===== config.mk =====
export PLATFORM = sky130hd
export DESIGN_NAME = joy_db15_tx
export DESIGN_NICKNAME = d
export VERILOG_FILES = /design/src/rtl/joy_db15_pkg.sv /design/src/rtl/joy_db15_tx_sync.sv /design/src/rtl/joy_db15_tx.sv
export SDC_FILE = /design/constraint.sdc
export NUM_CORES = 1
export LEC_CHECK = 0
export BUFFER_PORTS_ARGS = -buffer_cell sky130_fd_sc_hd__buf_4
export CAP_MARGIN = 20
export CELL_PAD_IN_SITES_DETAIL_PLACEMENT = 0
export CELL_PAD_IN_SITES_GLOBAL_PLACEMENT = 1
export CORE_ASPECT_RATIO = 2
export CORE_MARGIN = 4
export CORE_UTILIZATION = 40
export DETAILED_ROUTE_END_ITERATION = 12
export PLACE_DENSITY = 0.85
export SLEW_MARGIN = 20
export SYNTH_ARGS = -nofsm -noshare
export SYNTH_HDL_FRONTEND = slang
export SYNTH_SLANG_ARGS = --single-unit

===== constraint.sdc =====
create_clock -name clk -period 2.1 [get_ports clk]
set_input_delay 0.21 -clock clk [delete_from_list [all_inputs] [get_ports clk]]
set_output_delay 0.21 -clock clk [all_outputs]
set_load 0.02 [all_outputs]

===== src/rtl/joy_db15_pkg.sv =====
// Shared definitions for the DB15 serial joystick link (transmitter and receiver).
// Button bit positions follow the receiver word layout {B, A, 9..0}.
package joy_db15_pkg;

    localparam int JOY_W          = 12;
    localparam int FRAME_BITS_DEF = 2 * JOY_W;

    localparam int J_R      = 0;
    localparam int J_L      = 1;
    localparam int J_D      = 2;
    localparam int J_U      = 3;
    localparam int J_START  = 4;
    localparam int J_SELECT = 5;
    localparam int J_X      = 6;
    localparam int J_Y      = 7;
    localparam int J_Z      = 8;
    localparam int J_MODE   = 9;
    localparam int J_A      = 10;
    localparam int J_B      = 11;

    typedef enum logic [1:0] {
        IDLE  = 2'd0,
        LOAD  = 2'd1,
        SHIFT = 2'd2,
        DONE  = 2'd3
    } joy_state_e;

endpackage


===== src/rtl/joy_db15_tx_sync.sv =====
// Multi-stage synchroniser for an asynchronous pin, followed by a registered
// edge detector. Everything resets to 1 (the inactive pin level).
module sync_edge #(
    parameter int STAGES = 2
) (
    input  logic clk,
    input  logic reset,
    input  logic pin,
    output logic level,
    output logic rise,
    output logic fall
);

    logic [STAGES-1:0] chain;
    logic              prev;

    // NOTE: sequential state is always assigned with <= so every flop samples
    // the pre-edge value of its neighbours; blocking = here would collapse the chain.
    always_ff @(posedge clk) begin
        if (reset) begin
            chain <= '1;
            prev  <= 1'b1;
        end else begin
            chain <= {chain[STAGES-2:0], pin};
            prev  <= chain[STAGES-1];
        end
    end

    assign level = chain[STAGES-1];
    assign rise  = level & ~prev;
    assign fall  = ~level & prev;

endmodule


===== src/rtl/joy_db15_tx.sv =====
// DB15 joystick responder: snapshots {joystick2, joystick1} while JOY_LOAD is low
// and shifts it out active-low, one bit per JOY_CLK rising edge.
module joy_db15_tx
    import joy_db15_pkg::*;
#(
    parameter int   FRAME_BITS  = FRAME_BITS_DEF,
    parameter int   SYNC_STAGES = 2,
    parameter logic IDLE_FILL   = 1'b1
) (
    input  logic             clk,
    input  logic             reset,
    input  logic [JOY_W-1:0] joystick1,
    input  logic [JOY_W-1:0] joystick2,
    input  logic             joy_clk,
    input  logic             joy_load,
    output logic             joy_data,
    output logic             frame_done,
    output logic             short_frame
);

    localparam int POS_W = $clog2(FRAME_BITS + 1);
    localparam logic [POS_W-1:0] LAST_POS = POS_W'(FRAME_BITS - 1);
    localparam logic [POS_W-1:0] PEN_POS  = POS_W'(FRAME_BITS - 2);

    logic clk_level_unused, clk_rise, clk_fall_unused;
    logic load_level, load_rise, load_fall;

    sync_edge #(.STAGES(SYNC_STAGES)) u_clk_sync (
        .clk   (clk),
        .reset (reset),
        .pin   (joy_clk),
        .level (clk_level_unused),
        .rise  (clk_rise),
        .fall  (clk_fall_unused)
    );

    sync_edge #(.STAGES(SYNC_STAGES)) u_load_sync (
        .clk   (clk),
        .reset (reset),
        .pin   (joy_load),
        .level (load_level),
        .rise  (load_rise),
        .fall  (load_fall)
    );

    logic [2*JOY_W-1:0]      frame;
    joy_state_e              state, state_nxt;
    logic [POS_W-1:0]        pos, pos_nxt;
    logic [FRAME_BITS-1:0]   snapshot, snapshot_nxt;
    logic                    joy_data_nxt, frame_done_nxt, short_frame_nxt;

    assign frame = {joystick2, joystick1};

    always_ff @(posedge clk) begin
        if (reset) begin
            state       <= IDLE;
            pos         <= '0;
            snapshot    <= '1;
            joy_data    <= IDLE_FILL;
            frame_done  <= 1'b0;
            short_frame <= 1'b0;
        end else begin
            state       <= state_nxt;
            pos         <= pos_nxt;
            snapshot    <= snapshot_nxt;
            joy_data    <= joy_data_nxt;
            frame_done  <= frame_done_nxt;
            short_frame <= short_frame_nxt;
        end
    end

    // The snapshot shifts toward bit 0, so snapshot[1] is always the next bit out.
    always_comb begin
        // NOTE: every output of this block gets a default first, so no path
        // leaves a signal unassigned and no latch is inferred.
        state_nxt       = state;
        pos_nxt         = pos;
        snapshot_nxt    = snapshot;
        joy_data_nxt    = joy_data;
        frame_done_nxt  = 1'b0;
        short_frame_nxt = short_frame;

        if (!load_level) begin
            // Load has priority over any coincident joy_clk edge.
            if (state == SHIFT && load_fall && pos < LAST_POS)
                short_frame_nxt = 1'b1;
            state_nxt    = LOAD;
            pos_nxt      = '0;
            snapshot_nxt = ~frame[FRAME_BITS-1:0];
            joy_data_nxt = ~frame[0];
        end else begin
            unique case (state)
                IDLE: joy_data_nxt = IDLE_FILL;
                LOAD: begin
                    if (load_rise)
                        state_nxt = SHIFT;
                end
                SHIFT: begin
                    if (clk_rise) begin
                        pos_nxt      = pos + 1'b1;
                        snapshot_nxt = {IDLE_FILL, snapshot[FRAME_BITS-1:1]};
                        if (pos == LAST_POS) begin
                            state_nxt    = DONE;
                            joy_data_nxt = IDLE_FILL;
                        end else begin
                            joy_data_nxt   = snapshot[1];
                            frame_done_nxt = (pos == PEN_POS);
                        end
                    end
                end
                DONE: joy_data_nxt = IDLE_FILL;
                default: state_nxt = IDLE;
            endcase
        end
    end

endmodule


==> flow_summary.ini, run 1 <==
[synthesis]
ys_seq_elements = 39
yosysTopAreaCellShare_pct = 46.3
synth_top_cell_by_area = dfxtp_1
ys_types = 29
synthesis.nets = 229
synthXorXnorAreaFrac_pct = 1.56
yosys_warnings = 0
synth_area_leaders = dfxtp_1 46%, nand2_1 11%, nor3b_1 9.3%
syn_area_mm2 = 0.00169
yosys.area_share.simple_pct = 29.6
synth.avg_cell_area_um2 = 8.61
synth-compound-area-share_pct = 12.9
synth_top_family_by_area = simple AND/OR/NAND/NOR gates
synthMuxAreaShare_pct = 1.26
syn_inst = 196
synth_seq_area_share_pct = 46.3
synthAdderAreaFrac_pct = 3.71

[pwr]
power_per_cell_area_mw_per_mm2 = 669
power.leakage_nw = 0.890
vdd_drop_max_v = 0.000407

[timing]
worst_pin_slew_ps = 511
clock_skew_ps = 6.47
fin_tns_setup_ps = 0
setup_viol = 0
maxSlewHeadroom_pct = 66.0
fin_ws_ps = 326
finalHoldViolCount = 0
rsz0062_at_grt = false
slew_violations = 0
period_needed_ps = 1770
final.period_utilization_pct = 84.5
max_clock_freq_mhz = 564

[floorplan]
dieArea_mm2 = 0.00538
rows = 33
coreArea_mm2 = 0.00409
die_h_um = 99.8
initial_utilization_pct = 41.3
die_x_um = 53.9
io_pins = 31

[setup_path]
critPathRequiredTime_ps = 2310
critPathKind = reg2reg
cp_max_fo = 15
cp.arrival_ps = 1990
cp-end-kind = register
r2r_slack_ps = 330
r2r-start = state[0]$_SDFFE_PP0P_
cp-start-kind = register
critPathLaunch = state[0]$_SDFFE_PP0P_

[run]
cap_viol_max_count = 0

[place]
place_hpwl_um = 2710
portBuffers = 30
gp_congestion = 0.762
place_ws_ps = 353

[clocking]
clock_latency_ps = 290
cts_num_sinks = 39
cts_htree_levels = 2
cts_max_path_buffers = 2
cts_tree = yes
cts_setup_buffers = 0
clk_pin_slew_ps = 70
ctsResizeCount = 0
cts_buffers = 5
cts-root-buf = clkbuf_8
cts_hold_buf = 0

[drt]
vias = 1448
vias_per_cell = 5.15
dr.pass1.iters = 5
drc_errors = 0
wl_um = 3600
wl_per_cell_um = 12.8
ant_nets = 0
drtIter0Drc = 51

[global_routing]
gr-total-overflow = 0
grt_pass1_wl_um = 6180
antenna_found_initial = 0
grt_usage_pct = 15.5
grt_pass1_vias = 1452
grt_max_degree = 33

[hold_path]
hp-start = joystick2[6]
min_path_type = in2reg

[layout]
layout_common_cells = 48 x nand2_1, 39 x dfxtp_1, 38 x buf_4, 23 x a31oi_1, 21 x nor3b_1
drive_gt1_share_pct = 22.3
fin_nets = 261
final_common_cell = nand2_1
syn_to_final_growth_pct = 22.0
diodes = 0

[run_status]
status = completed
-- registers in the layout, summed over array words and instances (netlist names) --
signal and count:
snapshot 23, pos 5, state 2, u_clk_sync.chain 2, u_load_sync.chain 2, frame_done 1, joy_data 1, short_frame 1
u_clk_sync.prev 1, u_load_sync.prev 1
-- report_power, final --
part	leakage, nW	total, mW	internal, mW	switching, mW
Combinational	0.529	0.126	0.0694	0.0566
Clock	0.0422	0.472	0.233	0.239
Sequential	0.318	0.779	0.764	0.0141
-- cells in the mapped netlist --
library cell / instances
nand2_1: 48
dfxtp_1: 39
a31oi_1: 23
nor3b_1: 21
nor2_1: 8
buf_2: 6
clkbuf_1: 6
or2_2: 6
ha_1: 5
inv_1: 5
a21oi_1: 3
nand2b_1: 3
xor2_1: 3
a32oi_1: 2
nand3b_1: 2
nand4_1: 2
nor3_1: 2
a2111oi_0: 1
a211oi_1: 1
a22oi_1: 1
a311oi_1: 1
and3b_1: 1
and4_1: 1
and4b_1: 1
buf_4: 1
mux2_2: 1
mux2i_1: 1
nor4bb_1: 1
o41ai_1: 1
-- stage by stage --
step	hold slack (ps)	util (%)	cell area (um2)	std cells	total power [mW]
2_1_floorplan	299	-	1690	196	0.862
3_3_place_gp	391	48.4	1980	273	0.921
3_5_place_dp	394	48.4	1980	273	0.923
4_1_cts	88.4	50.4	2060	281	1.40
5_1_grt	88.1	50.4	2060	281	1.43
6_report	92.0	50.4	2060	281	1.38
-- worst max-delay path: stages (launching register included) --
cell	delay [ps]
dfxtp_1	340
inv_1	80
ha_1	270
and3b_1	520
buf_4	260
nand2_1	60
a31oi_1	170
-- worst paths after layout --
kind                                           to  cells past startpoint
hold reg to reg   u_load_sync.chain[1]$_SDFF_PP1_                      1
hold / removal          snapshot[18]$_SDFFE_PP1P_                      2
setup / recovery         snapshot[6]$_SDFFE_PP1P_                      6
setup reg to reg         snapshot[6]$_SDFFE_PP1P_                      6
-- final cells by class --
type | instances | area [um2]
Tap cell | 52 | 65.1
Fill cell | 419 | 2030
Sequential cell | 39 | 781
Inverter | 5 | 18.8
Clock inverter | 1 | 5.00
Multi-Input combinational cell | 139 | 827
Timing Repair Buffer | 38 | 285
Clock buffer | 7 | 76.3
-- layer usage --
metal  GRT usage [%]  vias up  wire [um]
li1                -      747          -
met1            16.1      668       1440
met2            27.7       28       1930
met3            4.01        5        166
met4            6.50        0         69
met5               0        -          0
-- kinds of logic (layout without fill, tap and decap cells) --
group	count (synthesis)	after routing
buffers and inverters	18	51
AND/OR/NAND/NOR	96	96
flip-flops	39	39
adder cells (fa/ha/maj)	5	5
AO/OA/AOI/OAI	33	33
XOR/XNOR	3	3
multiplexers	2	2
(Power assumes the default switching activity.)
==> run 2, diff against run 1 <==
==> constraint.sdc (replaced) <==
create_clock -name clk -period 1.7 [get_ports clk]
set_input_delay 0.17 -clock clk [delete_from_list [all_inputs] [get_ports clk]]
set_output_delay 0.17 -clock clk [all_outputs]
set_load 0.02 [all_outputs]
==> run 2 against run 1 <==
Net effect:
- utilization up 0.21 points
- critical path type unchanged
- count of clock-buffer cells in the layout down 1
- wire length about the same
- fmax up 19%
==> flow_summary.ini, run 2 (synthesis gave the netlist of run 1 again) <==
[clocking]
ctsResizeCount = 0
cts_buffers = 5
clk_pin_slew_ps = 70
cts-root-buf = clkbuf_8
clock_latency_ps = 290
cts_tree = yes
cts_hold_buf = 0
cts_num_sinks = 39
cts_htree_levels = 2
cts_max_path_buffers = 2
cts_setup_buffers = 0

[timing]
period_needed_ps = 1490
max_clock_freq_mhz = 670
slew_violations = 0
final.period_utilization_pct = 87.8
clock_skew_ps = 6.05
fin_tns_setup_ps = 0
finalHoldViolCount = 0
maxSlewHeadroom_pct = 76.2
rsz0062_at_grt = false
worst_pin_slew_ps = 348
whs_ps = 48.6
setup_viol = 0
fin_ws_ps = 207

[run]
cap_viol_max_count = 0

[setup_path]
r2r_cells = 6
r2r-start = state[0]$_SDFFE_PP0P_
cp_max_fo = 13
r2r_end = snapshot[19]$_SDFFE_PP1P_
slowest_stage = and3b_1
critPathRequiredTime_ps = 1910
cp_top_family = simple AND/OR/NAND/NOR gates
cp_cell_sequence = inv_1 > ha_1 > and3b_1 > buf_4 > nand2_1 > a32oi_1
crit_cells = 6
cp.arrival_ps = 1700
r2r_slack_ps = 210
cp-end-kind = register
critPathCapture = snapshot[19]$_SDFFE_PP1P_
path_buf_inv = 2
max_stage_delay_ps = 350
critPathKind = reg2reg
cp-start-kind = register
critPathLaunch = state[0]$_SDFFE_PP0P_

[place]
place_ws_ps = 223
place_hpwl_um = 2610
gp_congestion = 0.802
portBuffers = 30

[layout]
layout_common_cells = 48 x nand2_1, 39 x dfxtp_1, 36 x buf_4, 23 x a31oi_1, 21 x nor3b_1
regMostFlops = snapshot
largest_reg_flops = 23
largest_registers = snapshot: 23 flops, pos: 5 flops
syn_to_final_growth_pct = 22.6
final_common_cell = nand2_1
fin_nets = 260
diodes = 0
fill_cells = 413
drive_gt1_share_pct = 22.4
finish.utilization_pct = 50.6

[floorplan]
die_h_um = 99.8
rows = 33
coreArea_mm2 = 0.00409
io_pins = 31
dieArea_mm2 = 0.00538
die_x_um = 53.9
initial_utilization_pct = 41.3

[pwr]
vdd_drop_max_v = 0.000501
power_per_cell_area_mw_per_mm2 = 828
power_mw = 1.71
power.leakage_nw = 0.891

[global_routing]
antenna_found_initial = 0
gr-total-overflow = 0
grt_max_degree = 33
grt_pass1_vias = 1347
grt_pass1_wl_um = 6020
grt_usage_pct = 15.2

[run_status]
status = completed

[drt]
drc_errors = 0
drtIter0Drc = 39
vias_per_cell = 5.11
dr.pass1.iters = 4
wl_per_cell_um = 12.9
ant_nets = 0
vias = 1432
wl_um = 3600

[hold_path]
min_path_type = in2reg
## run 2: cell types whose count changed in the layout (fill, tap and decap cells not counted), sizes merged
cell / change
buf: -1
clkbuf: -1
clkinvlp: +1
## run 2: worst register-to-register path: cells and delay by family (launching register included)
kind                       cells  cell delay (ps)
DFF                            1              330
AOI/OAI and AO/OA              1              180
and+or+nand+nor                2              420
buffers and inverters          2              330
adders and majority gates      1              150
## run 2: where the power goes
group / total, mW / switching, mW / internal, mW
Clock: 0.596 / 0.309 / 0.286
Sequential: 0.961 / 0.0170 / 0.944
Combinational: 0.155 / 0.0692 / 0.0853
Total: 1.71 / 0.396 / 1.32
## run 2: cell type report
cell class	instances	area, um2	share of cell area (%)
Multi-Input combinational cell	139	827	40.0
Sequential cell	39	781	37.8
Timing Repair Buffer	37	290	14.0
Clock buffer	6	72.6	3.51
Tap cell	52	65.1	3.15
Inverter	5	18.8	0.908
Clock inverter	2	12.5	0.605
## run 2: worst min path at each step
stage          cells after the start                        end  slack [ps]          from
6_report                           2  snapshot[18]$_SDFFE_PP1P_          50  joystick2[6]
5_1_grt                            2  snapshot[18]$_SDFFE_PP1P_          50  joystick2[6]
4_1_cts                            2  snapshot[18]$_SDFFE_PP1P_          40  joystick2[6]
3_5_place_dp                       2  snapshot[18]$_SDFFE_PP1P_         350  joystick2[6]
3_3_place_gp                       2  snapshot[18]$_SDFFE_PP1P_         350  joystick2[6]
2_1_floorplan                      1  snapshot[18]$_SDFFE_PP1P_         260  joystick2[6]
## run 2: routing by layer
layer	GRT usage, %	share of wire [%]	vias up
met4	8.27	2.0	0
met1	17.4	41	653
li1	-	-	744
met5	0	0	-
met3	3.42	4.4	7
met2	25.0	52	28
## run 2: per-stage QoR
stage / area (um2) / instances
3_5_place_dp: 1980 / 272
4_1_cts: 2070 / 280
5_1_grt: 2070 / 280
2_1_floorplan: 1690 / 196
6_report: 2070 / 280
3_3_place_gp: 1980 / 272
